## config.mk

```make
export PLATFORM = sky130hd
export DESIGN_NAME = vga_timing_ctrl
export DESIGN_NICKNAME = d
export VERILOG_FILES = /design/src/rtl/vga_timing_pkg.sv /design/src/rtl/pix_ce_gen.sv /design/src/rtl/vga_timing_ctrl.sv
export SDC_FILE = /design/constraint.sdc
export NUM_CORES = 1
export LEC_CHECK = 0
export BUFFER_PORTS_ARGS = -buffer_cell sky130_fd_sc_hd__buf_2
export CAP_MARGIN = 0
export CELL_PAD_IN_SITES_DETAIL_PLACEMENT = 0
export CELL_PAD_IN_SITES_GLOBAL_PLACEMENT = 2
export CORE_MARGIN = 2
export CORE_UTILIZATION = 34
export DETAILED_ROUTE_END_ITERATION = 16
export PLACE_DENSITY_LB_ADDON = 0.1
export SLEW_MARGIN = 20
export SYNTH_ARGS = -nofsm -noshare
export SYNTH_HDL_FRONTEND = slang
export SYNTH_SLANG_ARGS = --single-unit
export TNS_END_PERCENT = 10
```

## constraint.sdc

```tcl
create_clock -name clk -period 2.6 [get_ports clk]
set_clock_uncertainty 0.1 [all_clocks]
set_input_delay 0.26 -clock clk [delete_from_list [all_inputs] [get_ports clk]]
set_output_delay 0.26 -clock clk [all_outputs]
set_load 0.005 [all_outputs]
```

## src/rtl/vga_timing_pkg.sv

```systemverilog
// VGA timing package: 640x480@60 default timing,
// derived totals and controller state encoding.
package vga_timing_pkg;

   localparam int H_ACTIVE_D = 640;
   localparam int H_FP_D     = 16;
   localparam int H_SYNC_D   = 96;
   localparam int H_BP_D     = 48;
   localparam int H_TOTAL_D  = H_ACTIVE_D + H_FP_D
                             + H_SYNC_D + H_BP_D;

   localparam int V_ACTIVE_D = 480;
   localparam int V_FP_D     = 10;
   localparam int V_SYNC_D   = 2;
   localparam int V_BP_D     = 33;
   localparam int V_TOTAL_D  = V_ACTIVE_D + V_FP_D
                             + V_SYNC_D + V_BP_D;

   typedef enum logic [1:0] {
      IDLE     = 2'd0,
      RUN      = 2'd1,
      STOPPING = 2'd2
   } state_t;

   function automatic logic in_span(
      input logic [9:0] v,
      input int         lo,
      input int         hi
   );
      return (int'(v) >= lo) && (int'(v) <= hi);
   endfunction

endpackage

```

## src/rtl/pix_ce_gen.sv

```systemverilog
// Pixel clock-enable divider; counter parked at 0
// whenever run is low.
module pix_ce_gen #(
   parameter int DIV = 4
) (
   input  logic clk,
   input  logic rst_n,
   input  logic run,
   output logic pix_ce
);

   localparam int CW = $clog2(DIV);
   localparam logic [CW-1:0] LAST = CW'(DIV - 1);

   logic [CW-1:0] r_cnt;

   always_ff @(posedge clk or negedge rst_n) begin
      if (!rst_n) begin
         r_cnt <= '0;
      end else if (!run || (r_cnt == LAST)) begin
         r_cnt <= '0;
      end else begin
         r_cnt <= r_cnt + CW'(1);
      end
   end

   assign pix_ce = run && (r_cnt == LAST);

endmodule

```

## src/rtl/vga_timing_ctrl.sv

```systemverilog
// VGA timing controller: pixel/line counters, syncs and
// a run/stop FSM that only ever stops on frame boundaries.
module vga_timing_ctrl
   import vga_timing_pkg::*;
#(
   parameter int DIV      = 4,
   parameter int H_ACTIVE = H_ACTIVE_D,
   parameter int H_FP     = H_FP_D,
   parameter int H_SYNC   = H_SYNC_D,
   parameter int H_BP     = H_BP_D,
   parameter int V_ACTIVE = V_ACTIVE_D,
   parameter int V_FP     = V_FP_D,
   parameter int V_SYNC   = V_SYNC_D,
   parameter int V_BP     = V_BP_D
) (
   input  logic       clk,
   input  logic       rst_n,
   input  logic       en,
   output logic       pix_ce,
   output logic       hsync,
   output logic       vsync,
   output logic       video_on,
   output logic [9:0] x,
   output logic [9:0] y,
   output logic       frame_start,
   output logic       busy
);

   localparam int H_TOTAL = H_ACTIVE + H_FP + H_SYNC + H_BP;
   localparam int V_TOTAL = V_ACTIVE + V_FP + V_SYNC + V_BP;
   localparam int HS_LO = H_ACTIVE + H_FP;
   localparam int HS_HI = HS_LO + H_SYNC - 1;
   localparam int VS_LO = V_ACTIVE + V_FP;
   localparam int VS_HI = VS_LO + V_SYNC - 1;
   localparam logic [9:0] XMAX = 10'(H_TOTAL - 1);
   localparam logic [9:0] YMAX = 10'(V_TOTAL - 1);
   localparam logic [9:0] XACT = 10'(H_ACTIVE);
   localparam logic [9:0] YACT = 10'(V_ACTIVE);

   state_t     r_state;
   state_t     w_next;
   logic [9:0] r_x;
   logic [9:0] r_y;
   logic [9:0] w_x;
   logic [9:0] w_y;
   logic       r_hsync;
   logic       r_vsync;
   logic       r_video;
   logic       r_fs;
   logic       w_run;
   logic       w_ce;
   logic       w_eol;
   logic       w_eof;
   logic       w_on;

   assign w_run = (r_state != IDLE);

   pix_ce_gen #(
      .DIV(DIV)
   ) u_pix_ce_gen (
      .clk   (clk),
      .rst_n (rst_n),
      .run   (w_run),
      .pix_ce(w_ce)
   );

   assign w_eol = (r_x == XMAX);
   assign w_eof = w_ce && w_eol && (r_y == YMAX);

   always_comb begin
      w_next = r_state;
      unique case (r_state)
         IDLE:     if (en) w_next = RUN;
         RUN:      if (!en) w_next = STOPPING;
         STOPPING: begin
            if (en) w_next = RUN;
            else if (w_eof) w_next = IDLE;
         end
         default:  w_next = IDLE;
      endcase
   end

   always_comb begin
      w_x = r_x;
      w_y = r_y;
      if (w_ce) begin
         if (w_eol) begin
            w_x = '0;
            w_y = (r_y == YMAX) ? '0 : r_y + 10'd1;
         end else begin
            w_x = r_x + 10'd1;
         end
      end
      if (w_next == IDLE) begin
         w_x = '0;
         w_y = '0;
      end
   end

   assign w_on = (w_next != IDLE);

   always_ff @(posedge clk or negedge rst_n) begin
      if (!rst_n) begin
         r_state <= IDLE;
      end else begin
         r_state <= w_next;
      end
   end

   // outputs decoded from next x/y so they line up with the counters
   always_ff @(posedge clk or negedge rst_n) begin
      if (!rst_n) begin
         r_x     <= '0;
         r_y     <= '0;
         r_hsync <= 1'b1;
         r_vsync <= 1'b1;
         r_video <= 1'b0;
         r_fs    <= 1'b0;
      end else begin
         r_x     <= w_x;
         r_y     <= w_y;
         r_hsync <= !(w_on && in_span(w_x, HS_LO, HS_HI));
         r_vsync <= !(w_on && in_span(w_y, VS_LO, VS_HI));
         r_video <= w_on && (w_x < XACT) && (w_y < YACT);
         r_fs    <= ((r_state == IDLE) && (w_next == RUN))
                 || (w_eof && (w_next != IDLE));
      end
   end

   assign pix_ce      = w_ce;
   assign hsync       = r_hsync;
   assign vsync       = r_vsync;
   assign video_on    = r_video;
   assign x           = r_x;
   assign y           = r_y;
   assign frame_start = r_fs;
   assign busy        = w_run;

endmodule

```

==> results of run 1 <==
[worst max-delay path, stage by stage (launching register included)]
cell and delay (ns):
dfrtp_1 0.42, ha_1 0.23, nand4_1 0.20, or4_4 0.57
nor3_1 0.25, xnor2_1 0.17, nor2_2 0.06, nor4_1 0.25
[stage by stage]
step | setup WS (ns) | util, % | cell area (um^2) | std cells
after floorplan | 0.3882 | - | 1560 | 160
after global placement | 0.3142 | 40.53 | 1777 | 242
after detailed placement | 0.2716 | 40.53 | 1777 | 242
after CTS | 0.2437 | 42.01 | 1842 | 247
after global routing | 0.03002 | 42.01 | 1842 | 247
final | 0.2598 | 42.01 | 1842 | 247
[path summary, 6_finish.rpt]
| check | start | to | slack (ns) | cells after the start |
|---|---|---|---|---|
| max | x[0] | video_on | 0.26 | 7 |
| min | en | r_state[1] | 0.07 | 2 |
| max reg2reg | x[0] | video_on | 0.26 | 7 |
| min reg2reg | u_pix_ce_gen.r_cnt[0] | u_pix_ce_gen.r_cnt[0] | 0.35 | 1 |
| max in group asynchronous | rst_n | y[0] | 1.57 | 2 |
| min in group asynchronous | rst_n | r_state[0] | 0.43 | 2 |
[cell families (layout without fill, tap and decap cells)]
logic type | Yosys count | count (layout) | share of synthesized area [%]
AOI/OAI and AO/OA | 20 | 20 | 8.822
buffers and inverters | 10 | 45 | 3.849
DFF | 28 | 28 | 45.07
xor gates and xnor gates | 18 | 18 | 10.10
adders and majority gates | 4 | 4 | 3.208
and+or+nand+nor | 80 | 80 | 28.95
[power by group]
group / leakage, nW / internal (mW) / switching [mW]
logic: 0.475 / 0.0425 / 0.0663
clock network: 0.0288 / 0.136 / 0.135
registers: 0.375 / 0.456 / 0.0120
total: 0.879 / 0.634 / 0.213
[sequential cells by signal (all words and copies together) (netlist names)]
| register | count |
|---|---|
| video_on | 1 |
| hsync | 1 |
| vsync | 1 |
| u_pix_ce_gen.r_cnt | 2 |
| r_state | 2 |
| x | 10 |
| y | 10 |
| frame_start | 1 |
[final cells by class]
class | instances | area, um^2
fill | 450 | 2542
tap | 52 | 65.06
multi-input combinational | 122 | 797.0
clock buffer | 4 | 55.05
inverter | 5 | 18.77
sequential | 28 | 703.2
timing repair buffer | 36 | 202.7
[routing by layer]
layer | global-route usage [%] | vias to the layer above | routed length (um)
li1 | - | 641 | -
met1 | 20.72 | 601 | 1767
met2 | 23.35 | 25 | 1667
met3 | 3.376 | 4 | 173
met4 | 4.403 | 0 | 48
met5 | 0 | - | 0
[cells in the final DEF (no fill, tap or decap), drive strengths merged, types with 2 or more instances in the layout]
master  instances
inv             5
buf            35
dfstp           2
xor2           12
nand4           7
xnor2           6
nor3            8
nand2b          2
dfrtp          26
o21ai           4
or3             3
a21oi           6
nor4            4
clkbuf          4
nand3           6
ha              4
nand2          15
nor2           25
and3            2
==> key figures, run 1 <==
Synth
  – Top cells by area, synth: dfrtp_1, xor2_1, nor2_1, dfstp_2, xnor2_1
  – Synth cell types: 44
  – EDFF count, synth: 0
  – Synth Warn #: 0
  – Cell accounting for the most synthesized area: dfrtp_1
  – Synth top cells by count: dfrtp_1, nor2_1, nand2_1, xor2_1, nor3_1
  – Syn Area/Cell: 9.752 um^2
  – Count leader, synth: dfrtp_1
  – Post-Synthesis Cells: 160
  – Syn Nets: 167
  – Flops & latches, synth: 28
  – Area share of the largest cell type after synthesis: 41.70%
  – Sequential area share after synthesis: 45.07%
  – Synth Flop Type: dfrtp_1
  – Async set-reset flop share out of synthesis: 100.0%
  – Mapped Area: 1560 um^2

Floorplan
  – Die ar.: 5147 um^2
  – Die X: 71.74 um
  – Core area: 4384 um^2
  – Ports: 29
  – Row cnt: 24
  – Vert. Die Dim: 71.74 um
  – Initial Util: 35.59%

Power
  – PwrDens: 459.9 nW/um^2
  – Total power: 847.1 uW
  – Maximum vdd ir drop: 0.0002568 V
  – Leak pwr: 0.8785 nW

GRT
  – Largest net degree at the start of global routing: 29
  – Overall Global Routing Usage: 14.94%
  – Gr ovfl total: 0
  – Number of global-route vias before repair: 1189
  – First-pass GRT wire length: 5920 um
  – Initial antenna violation count: 0

Timing
  – Max Clock Freq: 427.3 MHz
  – Max Transition Viols Final: 0
  – Fin crit share: 90.01%
  – Hold Slack: 0.06841 ns
  – Unrepaired setup endpoints after global routing: no
  – Count of final setup violators: 0
  – Setup_tns: 0 ns
  – Slew margin rel.: 58.11%
  – Final Hold Vio Count: 0
  – Min Tclk post-route: 2.340 ns
  – Worst-Margin Slew: 0.6283 ns

Detailed routing
  – DRC viols: 0
  – Post-Route WL: 3655 um
  – DR pass1 iterations: 4
  – Detailed-route wire length per cell: 14.80 um
  – Via count: 1271
  – Post-DRT Antenna Nets: 0
  – Vias/cell: 5.146
  – DRT iter0 DRCs: 67

Setup path
  – Worst EP arrival: 2.42 ns
  – Setup CP Type: reg -> reg
  – Required time of the critical path: 2.68 ns
  – Kind of end point of the critical path: flop
  – Critical path startpoint category: flop
  – CP Max Fanout: 5

Clock network
  – Max clock buf depth: 2
  – CTS tree: built
  – Clock buffer count from CTS: 3
  – Post-CTS setup buffers: 0
  – Post-CTS Hold Buffers: 1
  – Root buffer cell: clkbuf_8
  – H-tree lvl count: 1
  – Worst-path clk slew: 0.09 ns
  – Worst skew pair latency: 0.27 ns
  – Post-CTS sizing: 0
  – Clk sinks: 28

Placed design
  – HPWL Detailed: 2762 um
  – Port Buffers: 28
  – GPL Wtd Cong: 0.7762

Final layout
  – Layout area overhead: 18.04%
  – Layout Nets: 203
  – Diode count: 0
  – Ratio of cells with drive above 1 in the final layout: 27.18%

Job
  – Max Cap Viol: 0

Outcome
  – Outcome: finished clean

Min path
  – Hold Path Class: in -> reg
(Power assumes the default switching activity.)
==> inputs of run 2 (changes only) <==
--- a/config.mk
+++ b/config.mk
@@ -10,7 +10,8 @@
 export CELL_PAD_IN_SITES_DETAIL_PLACEMENT = 0
 export CELL_PAD_IN_SITES_GLOBAL_PLACEMENT = 2
 export CORE_MARGIN = 2
-export CORE_UTILIZATION = 34
+export CORE_UTILIZATION = 35
+export CTS_BUF_LIST = sky130_fd_sc_hd__clkbuf_8
 export DETAILED_ROUTE_END_ITERATION = 16
 export PLACE_DENSITY_LB_ADDON = 0.1
 export SLEW_MARGIN = 20
==> key figures, run 2 (same netlist as run 1, synthesis figures left out) <==
Outcome
  – Outcome: finished clean (unchanged)

Placed design
  – HPWL Detailed: 2782 um (was 2762 um)
  – GPL Wtd Cong: 0.8254 (was 0.7762)
  – Worst slack at placement: 0.2274 ns (was 0.2716 ns)
  – Port Buffers: 28 (unchanged)

Detailed routing
  – Post-Route WL: 3695 um (was 3655 um)
  – Vias/cell: 5.286 (was 5.146)
  – Via count: 1295 (was 1271)
  – Detailed-route wire length per cell: 15.08 um (was 14.80 um)
  – Post-DRT Antenna Nets: 0 (unchanged)
  – DR pass1 iterations: 4 (unchanged)
  – DRT iter0 DRCs: 44 (was 67)
  – DRC viols: 0 (unchanged)

Setup path
  – Crit path from: x[0] (unchanged)
  – Worst r2r src: x[0] (unchanged)
  – R2R setup slack: 0.23 ns (was 0.26 ns)
  – CP Max Fanout: 5 (unchanged)
  – Depth of the most critical reg-to-reg path: 8 (was 7)
  – Crit-path slowest cell: dfrtp_1 (was or4_4)
  – Crit-path max cell delay: 0.43 ns (was 0.57 ns)
  – Setup CP Type: reg -> reg (unchanged)
  – Critical path startpoint category: flop (unchanged)
  – Kind of end point of the critical path: flop (unchanged)
  – Required time of the critical path: 2.70 ns (was 2.68 ns)
  – Worst EP arrival: 2.47 ns (was 2.42 ns)
  – Crit-path cells: ha_1 > nand4_1 > buf_4 > nor4_4 > nand4_1 > xor2_1 > nor4_4 > nand3_1 (was ha_1 > nand4_1 > or4_4 > nor3_1 > xnor2_1 > nor2_2 > nor4_1)
  – Crit path capture: vsync (was video_on)
  – FF-to-FF End: vsync (was video_on)

Clock network
  – Root buffer cell: clkbuf_8 (unchanged)
  – Worst skew pair latency: 0.27 ns (about the same)
  – Clk sinks: 28 (unchanged)
  – Worst-path clk slew: 0.09 ns (about the same)
  – CTS tree: built (unchanged)
  – Clock buffer count from CTS: 3 (unchanged)
  – H-tree lvl count: 1 (unchanged)
  – Max clock buf depth: 2 (unchanged)

Final layout
  – Most common cell after layout, fill and taps aside: buf_2 (unchanged)
  – Diode count: 0 (unchanged)
  – Layout Nets: 202 (was 203)
  – Most frequent cells in the layout: buf_2, dfrtp_1, nor2_1, nand2_1, xor2_1 (unchanged)
  – Util after Layout: 42.10% (was 42.01%)
  – Fill cell count: 447 (was 450)
  – Layout area overhead: 16.68% (was 18.04%)
  – Ratio of cells with drive above 1 in the final layout: 26.42% (was 27.18%)

Power
  – PwrDens: 443.4 nW/um^2 (was 459.9 nW/um^2)
  – Total power: 807.3 uW (was 847.1 uW)
  – Maximum vdd ir drop: 0.0001752 V (was 0.0002568 V)
  – Leak pwr: 0.8651 nW (was 0.8785 nW)

Floorplan
  – Initial Util: 36.08% (was 35.59%)
  – Ports: 29 (unchanged)
  – Core area: 4324 um^2 (was 4384 um^2)
  – Die X: 70.77 um (was 71.74 um)
  – Row cnt: 24 (unchanged)
  – Die ar.: 5008 um^2 (was 5147 um^2)
  – Vert. Die Dim: 70.77 um (was 71.74 um)

Timing
  – Fin crit share: 91.09% (was 90.01%)
  – Slew margin rel.: 57.23% (was 58.11%)
  – Min Tclk post-route: 2.368 ns (was 2.340 ns)
  – Setup_tns: 0 ns (unchanged)
  – Count of final setup violators: 0 (unchanged)
  – Max Clock Freq: 422.2 MHz (was 427.3 MHz)
  – Unrepaired setup endpoints after global routing: no (unchanged)
  – Max Transition Viols Final: 0 (unchanged)
  – Hold Slack: 0.07622 ns (was 0.06841 ns)
  – Final Hold Vio Count: 0 (unchanged)
  – Worst-Margin Slew: 0.6416 ns (was 0.6283 ns)
  – Final worst slack: 0.2316 ns (was 0.2598 ns)

Job
  – Max Cap Viol: 0 (unchanged)

GRT
  – Initial antenna violation count: 0 (unchanged)
  – Number of global-route vias before repair: 1226 (was 1189)
  – Overall Global Routing Usage: 16.02% (was 14.94%)
  – Gr ovfl total: 0 (unchanged)
  – Largest net degree at the start of global routing: 29 (unchanged)
  – First-pass GRT wire length: 6272 um (was 5920 um)

Min path
  – Hold Path Class: in -> reg (unchanged)
-- run 2: cell types whose count changed in the layout (fill, tap and decap cells not counted), sizes merged --
cell,previous run,this run
clkbuf,4,3
buf,35,34
-- run 2: worst max-delay path, delay by kind of cell (launching register included) --
kind / cells / cell delay, ns
buffers and inverters: 1 / 0.18
xor gates and xnor gates: 1 / 0.20
and+or+nand+nor: 5 / 1.14
adders and majority gates: 1 / 0.24
DFF: 1 / 0.43
-- run 2: final cells by class --
type	count	area (um^2)	share of cell area, %
clock buffers	3	41.29	2.268
repair buffers	35	195.2	10.72
well taps	52	65.06	3.574
multi-input cells	122	797.0	43.78
flip-flops and latches	28	703.2	38.63
inverters	5	18.77	1.031
-- run 2: stage by stage --
stage	cells	cell area, um^2
after CTS	244	1813
final	245	1821
after detailed placement	240	1762
after global routing	245	1821
after floorplan	160	1560
after global placement	240	1762
-- run 2: worst min-delay path by stage --
stage | startpoint | end | slack, ns | depth (start not counted)
floorplan | rst_n | frame_start | -0.14 | 0
global placement | rst_n | u_pix_ce_gen.r_cnt[1] | 0.21 | 1
detailed placement | rst_n | u_pix_ce_gen.r_cnt[0] | 0.23 | 1
global route | en | r_state[1] | 0.08 | 2
CTS | en | r_state[1] | 0.07 | 2
finish | en | r_state[1] | 0.08 | 2
-- run 2: layer usage --
metal / routed length, um / GRT usage, % / up-vias
li1: - / - / 631
met1: 1840 / 23.56 / 628
met2: 1654 / 23.99 / 31
met3: 141 / 2.422 / 5
met4: 58 / 5.660 / 0
met5: 0 / 0 / -
-- run 2: report_power, final --
group / internal, mW / total (mW) / switching, mW
clock network: 0.104 / 0.236 / 0.131
registers: 0.456 / 0.469 / 0.0137
logic: 0.0401 / 0.102 / 0.0621
total: 0.600 / 0.807 / 0.207
-- run 2: what timing repair did --
item / in CTS / in global routing
buffers inserted: 0 / 1
resized for setup: 0 / 0
hold buffers: 1 / 0
endpoints found under the hold margin: 26 / 0
setup endpoints to repair: 0 / 2
==> inputs of run 3 (changes only) <==
--- a/config.mk
+++ b/config.mk
@@ -5,12 +5,13 @@
 export SDC_FILE = /design/constraint.sdc
 export NUM_CORES = 1
 export LEC_CHECK = 0
+export ABC_AREA = 1
 export BUFFER_PORTS_ARGS = -buffer_cell sky130_fd_sc_hd__buf_2
 export CAP_MARGIN = 0
 export CELL_PAD_IN_SITES_DETAIL_PLACEMENT = 0
 export CELL_PAD_IN_SITES_GLOBAL_PLACEMENT = 2
 export CORE_MARGIN = 2
-export CORE_UTILIZATION = 35
+export CORE_UTILIZATION = 32
 export CTS_BUF_LIST = sky130_fd_sc_hd__clkbuf_8
 export DETAILED_ROUTE_END_ITERATION = 16
 export PLACE_DENSITY_LB_ADDON = 0.1
==> key figures, run 3 <==
Outcome
  – Outcome: finished clean (unchanged)

Setup path
  – Crit-path max cell delay: 0.48 ns (was 0.43 ns)
  – FF-to-FF End: y[0] (was vsync)
  – Kind of end point of the critical path: flop (unchanged)
  – Setup CP Type: reg -> reg (unchanged)
  – Critical path startpoint category: flop (unchanged)
  – Crit-path slowest cell: dfrtp_1 (unchanged)
  – Required time of the critical path: 2.69 ns (was 2.70 ns)
  – Worst r2r src: y[0] (was x[0])
  – R2R setup slack: 0.22 ns (was 0.23 ns)
  – Buf+Inv Stages, Crit Path: 3 (was 1)
  – Critical path depth: 11 (was 8)
  – Most common cell type on the critical path: nand3_2
  – Worst EP arrival: 2.47 ns (about the same)
  – Depth of the most critical reg-to-reg path: 11 (was 8)
  – CP delay by family, top: simple AND/OR/NAND/NOR gates (unchanged)
  – CP Max Fanout: 17 (was 5)
  – Crit-path cells: inv_1 > ha_1 > nand2_1 > nor2_2 > nand3_2 > inv_2 > nand3_2 > nand2_2 > nand2_4 > clkinv_1 > a211oi_1 (was ha_1 > nand4_1 > buf_4 > nor4_4 > nand4_1 > xor2_1 > nor4_4 > nand3_1)

Floorplan
  – Initial Util: 32.80% (was 36.08%)
  – Row cnt: 28 (was 24)
  – Ports: 29 (unchanged)
  – Die ar.: 6671 um^2 (was 5008 um^2)
  – Die X: 81.68 um (was 70.77 um)
  – Core area: 5886 um^2 (was 4324 um^2)
  – Vert. Die Dim: 81.68 um (was 70.77 um)

Synth
  – Synth Warn #: 0 (unchanged)
  – Flops & latches, synth: 28 (unchanged)
  – Synth cell types: 33 (was 44)
  – Syn Area/Cell: 6.822 um^2 (was 9.752 um^2)
  – Count leader, synth: nand2_1 (was dfrtp_1)
  – Sequential area share after synthesis: 36.42% (was 45.07%)
  – Syn Nets: 290 (was 167)
  – Top cells by area, synth: dfrtp_1, nand2_1, inv_1, nor2_1, nand3_1 (was dfrtp_1, xor2_1, nor2_1, dfstp_2, xnor2_1)
  – Cell accounting for the most synthesized area: dfrtp_1 (unchanged)
  – Async set-reset flop share out of synthesis: 100.0% (unchanged)
  – Synth top cells by count: nand2_1, inv_1, nor2_1, dfrtp_1, nand3_1 (was dfrtp_1, nor2_1, nand2_1, xor2_1, nor3_1)
  – Synth Flop Type: dfrtp_1 (unchanged)
  – EDFF count, synth: 0 (unchanged)
  – Mapped Area: 1931 um^2 (was 1560 um^2)
  – Area share of the largest cell type after synthesis: 33.70% (was 41.70%)
  – Post-Synthesis Cells: 283 (was 160)

Timing
  – Max Transition Viols Final: 0 (unchanged)
  – Setup_tns: 0 ns (unchanged)
  – Count of final setup violators: 0 (unchanged)
  – Fin crit share: 91.52% (was 91.09%)
  – Final Hold Vio Count: 0 (unchanged)
  – Min Tclk post-route: 2.380 ns (was 2.368 ns)
  – Slew margin rel.: 54.86% (was 57.23%)
  – Unrepaired setup endpoints after global routing: no (unchanged)
  – Max Clock Freq: 420.3 MHz (was 422.2 MHz)
  – Hold Slack: 0.1479 ns (was 0.07622 ns)
  – Worst-Margin Slew: 0.6771 ns (was 0.6416 ns)

Detailed routing
  – Detailed-route wire length per cell: 13.31 um (was 15.08 um)
  – Post-Route WL: 5164 um (was 3695 um)
  – Vias/cell: 4.572 (was 5.286)
  – Post-DRT Antenna Nets: 0 (unchanged)
  – DRT iter0 DRCs: 89 (was 44)
  – Via count: 1774 (was 1295)
  – DRC viols: 0 (unchanged)
  – DR pass1 iterations: 4 (unchanged)

Min path
  – HP Start: en (unchanged)
  – Hold EP: r_state[0] (was r_state[1])
  – Hold depth: 3 (was 2)
  – Hold Path Class: in -> reg (unchanged)

Placed design
  – Placed cell area: 2148 um^2 (was 1762 um^2)
  – GPL Wtd Cong: 0.7220 (was 0.8254)
  – HPWL Detailed: 3919 um (was 2782 um)
  – Port Buffers: 28 (unchanged)
  – Placed instance count: 383 (was 240)

Final layout
  – Most common cell after layout, fill and taps aside: nand2_1 (was buf_2)
  – Util after Layout: 37.88% (was 42.10%)
  – Layout Cell Area excl Fill: 2230 um^2 (was 1821 um^2)
  – Diode count: 0 (unchanged)
  – Fill cell count: 655 (was 447)
  – Layout area overhead: 15.49% (was 16.68%)
  – Most frequent cells in the layout: nand2_1, inv_1, nor2_1, buf_2, dfrtp_1 (was buf_2, dfrtp_1, nor2_1, nand2_1, xor2_1)
  – Non-Filler Instances: 388 (was 245)
  – Ratio of cells with drive above 1 in the final layout: 18.21% (was 26.42%)
  – Layout Nets: 321 (was 202)

Clock network
  – Worst skew pair latency: 0.28 ns (was 0.27 ns)
  – Clk sinks: 28 (unchanged)
  – Clock buffer count from CTS: 3 (unchanged)
  – Max clock buf depth: 2 (unchanged)
  – H-tree lvl count: 1 (unchanged)
  – Post-CTS sizing: 0 (unchanged)
  – Worst-path clk slew: 0.11 ns (was 0.09 ns)
  – Post-CTS setup buffers: 0 (unchanged)
  – Post-CTS Hold Buffers: 1 (unchanged)
  – Root buffer cell: clkbuf_8 (unchanged)
  – CTS tree: built (unchanged)

GRT
  – Gr ovfl total: 0 (unchanged)
  – Largest net degree at the start of global routing: 29 (unchanged)
  – Overall Global Routing Usage: 16.78% (was 16.02%)
  – Initial antenna violation count: 0 (unchanged)
  – Number of global-route vias before repair: 1716 (was 1226)
  – First-pass GRT wire length: 8549 um (was 6272 um)

Job
  – Max Cap Viol: 0 (unchanged)

Power
  – PwrDens: 536.0 nW/um^2 (was 443.4 nW/um^2)
  – Maximum vdd ir drop: 0.0002714 V (was 0.0001752 V)
  – Leak pwr: 1.243 nW (was 0.8651 nW)
## run 3: changes by cell type after synthesis, moves of 3 or more
| cell | delta |
|---|---|
| inv_2 | +3 |
| xnor2_1 | -5 |
| inv_1 | +40 |
| xor2_1 | -9 |
| nand3_1 | +11 |
| a21oi_1 | +5 |
| nor2_1 | +8 |
| o21ai_0 | +3 |
| nand3_2 | +3 |
| nand2_1 | +78 |
## run 3: tightest hold or removal path, delay by kind of cell
family	cells	cell delay, ns
buf+inv	2	0.15
simple gates	1	0.09
## run 3: logic make-up after synthesis
logic type / synth area share (%)
AO/OA/AOI/OAI: 6.091
adder cells (fa/ha/maj): 2.592
flip-flops: 36.42
XOR/XNOR: 1.815
buffers and inverters: 11.15
AND/OR/NAND/NOR: 41.93
## run 3: final cells by class
type / instances / area (um^2) / area share [%]
well taps: 75 / 93.84 / 4.209
clock buffers: 3 / 41.29 / 1.852
clock inverters: 1 / 30.03 / 1.347
multi-input cells: 201 / 1012 / 45.40
inverters: 49 / 183.9 / 8.249
flip-flops and latches: 28 / 703.2 / 31.54
repair buffers: 31 / 165.2 / 7.407
## run 3: how the worst max path moves through the flow
stage / slack, ns / from / end
2_1_floorplan: 0.72 / y[0] / video_on
3_3_place_gp: 0.20 / y[0] / y[0]
3_5_place_dp: 0.24 / y[0] / y[0]
4_1_cts: 0.20 / y[0] / y[0]
5_1_grt: 0.01 / y[0] / y[0]
6_report: 0.22 / y[0] / y[0]
## run 3: layer usage
metal | part of all wire [%] | global-route usage, % | wire length, um
met1 | 53 | 24.07 | 2757
met2 | 43 | 27.21 | 2223
met3 | 3.2 | 2.967 | 167
met4 | 0.29 | 2.000 | 15
met5 | 0 | 0 | 0
## run 3: stage by stage
step                setup WS (ns)  power (mW)
floorplan                  0.7178      0.7505
global placement           0.1963      0.8604
detailed placement         0.2398      0.8543
CTS                        0.2029       1.217
global route              0.01157       1.289
finish                     0.2205       1.195
## run 3: report_power, final
group | switching, mW | leakage, nW | internal (mW)
registers | 0.0565 | 0.373 | 0.481
clock network | 0.149 | 0.0357 | 0.206
logic | 0.188 | 0.835 | 0.114
total | 0.393 | 1.24 | 0.802
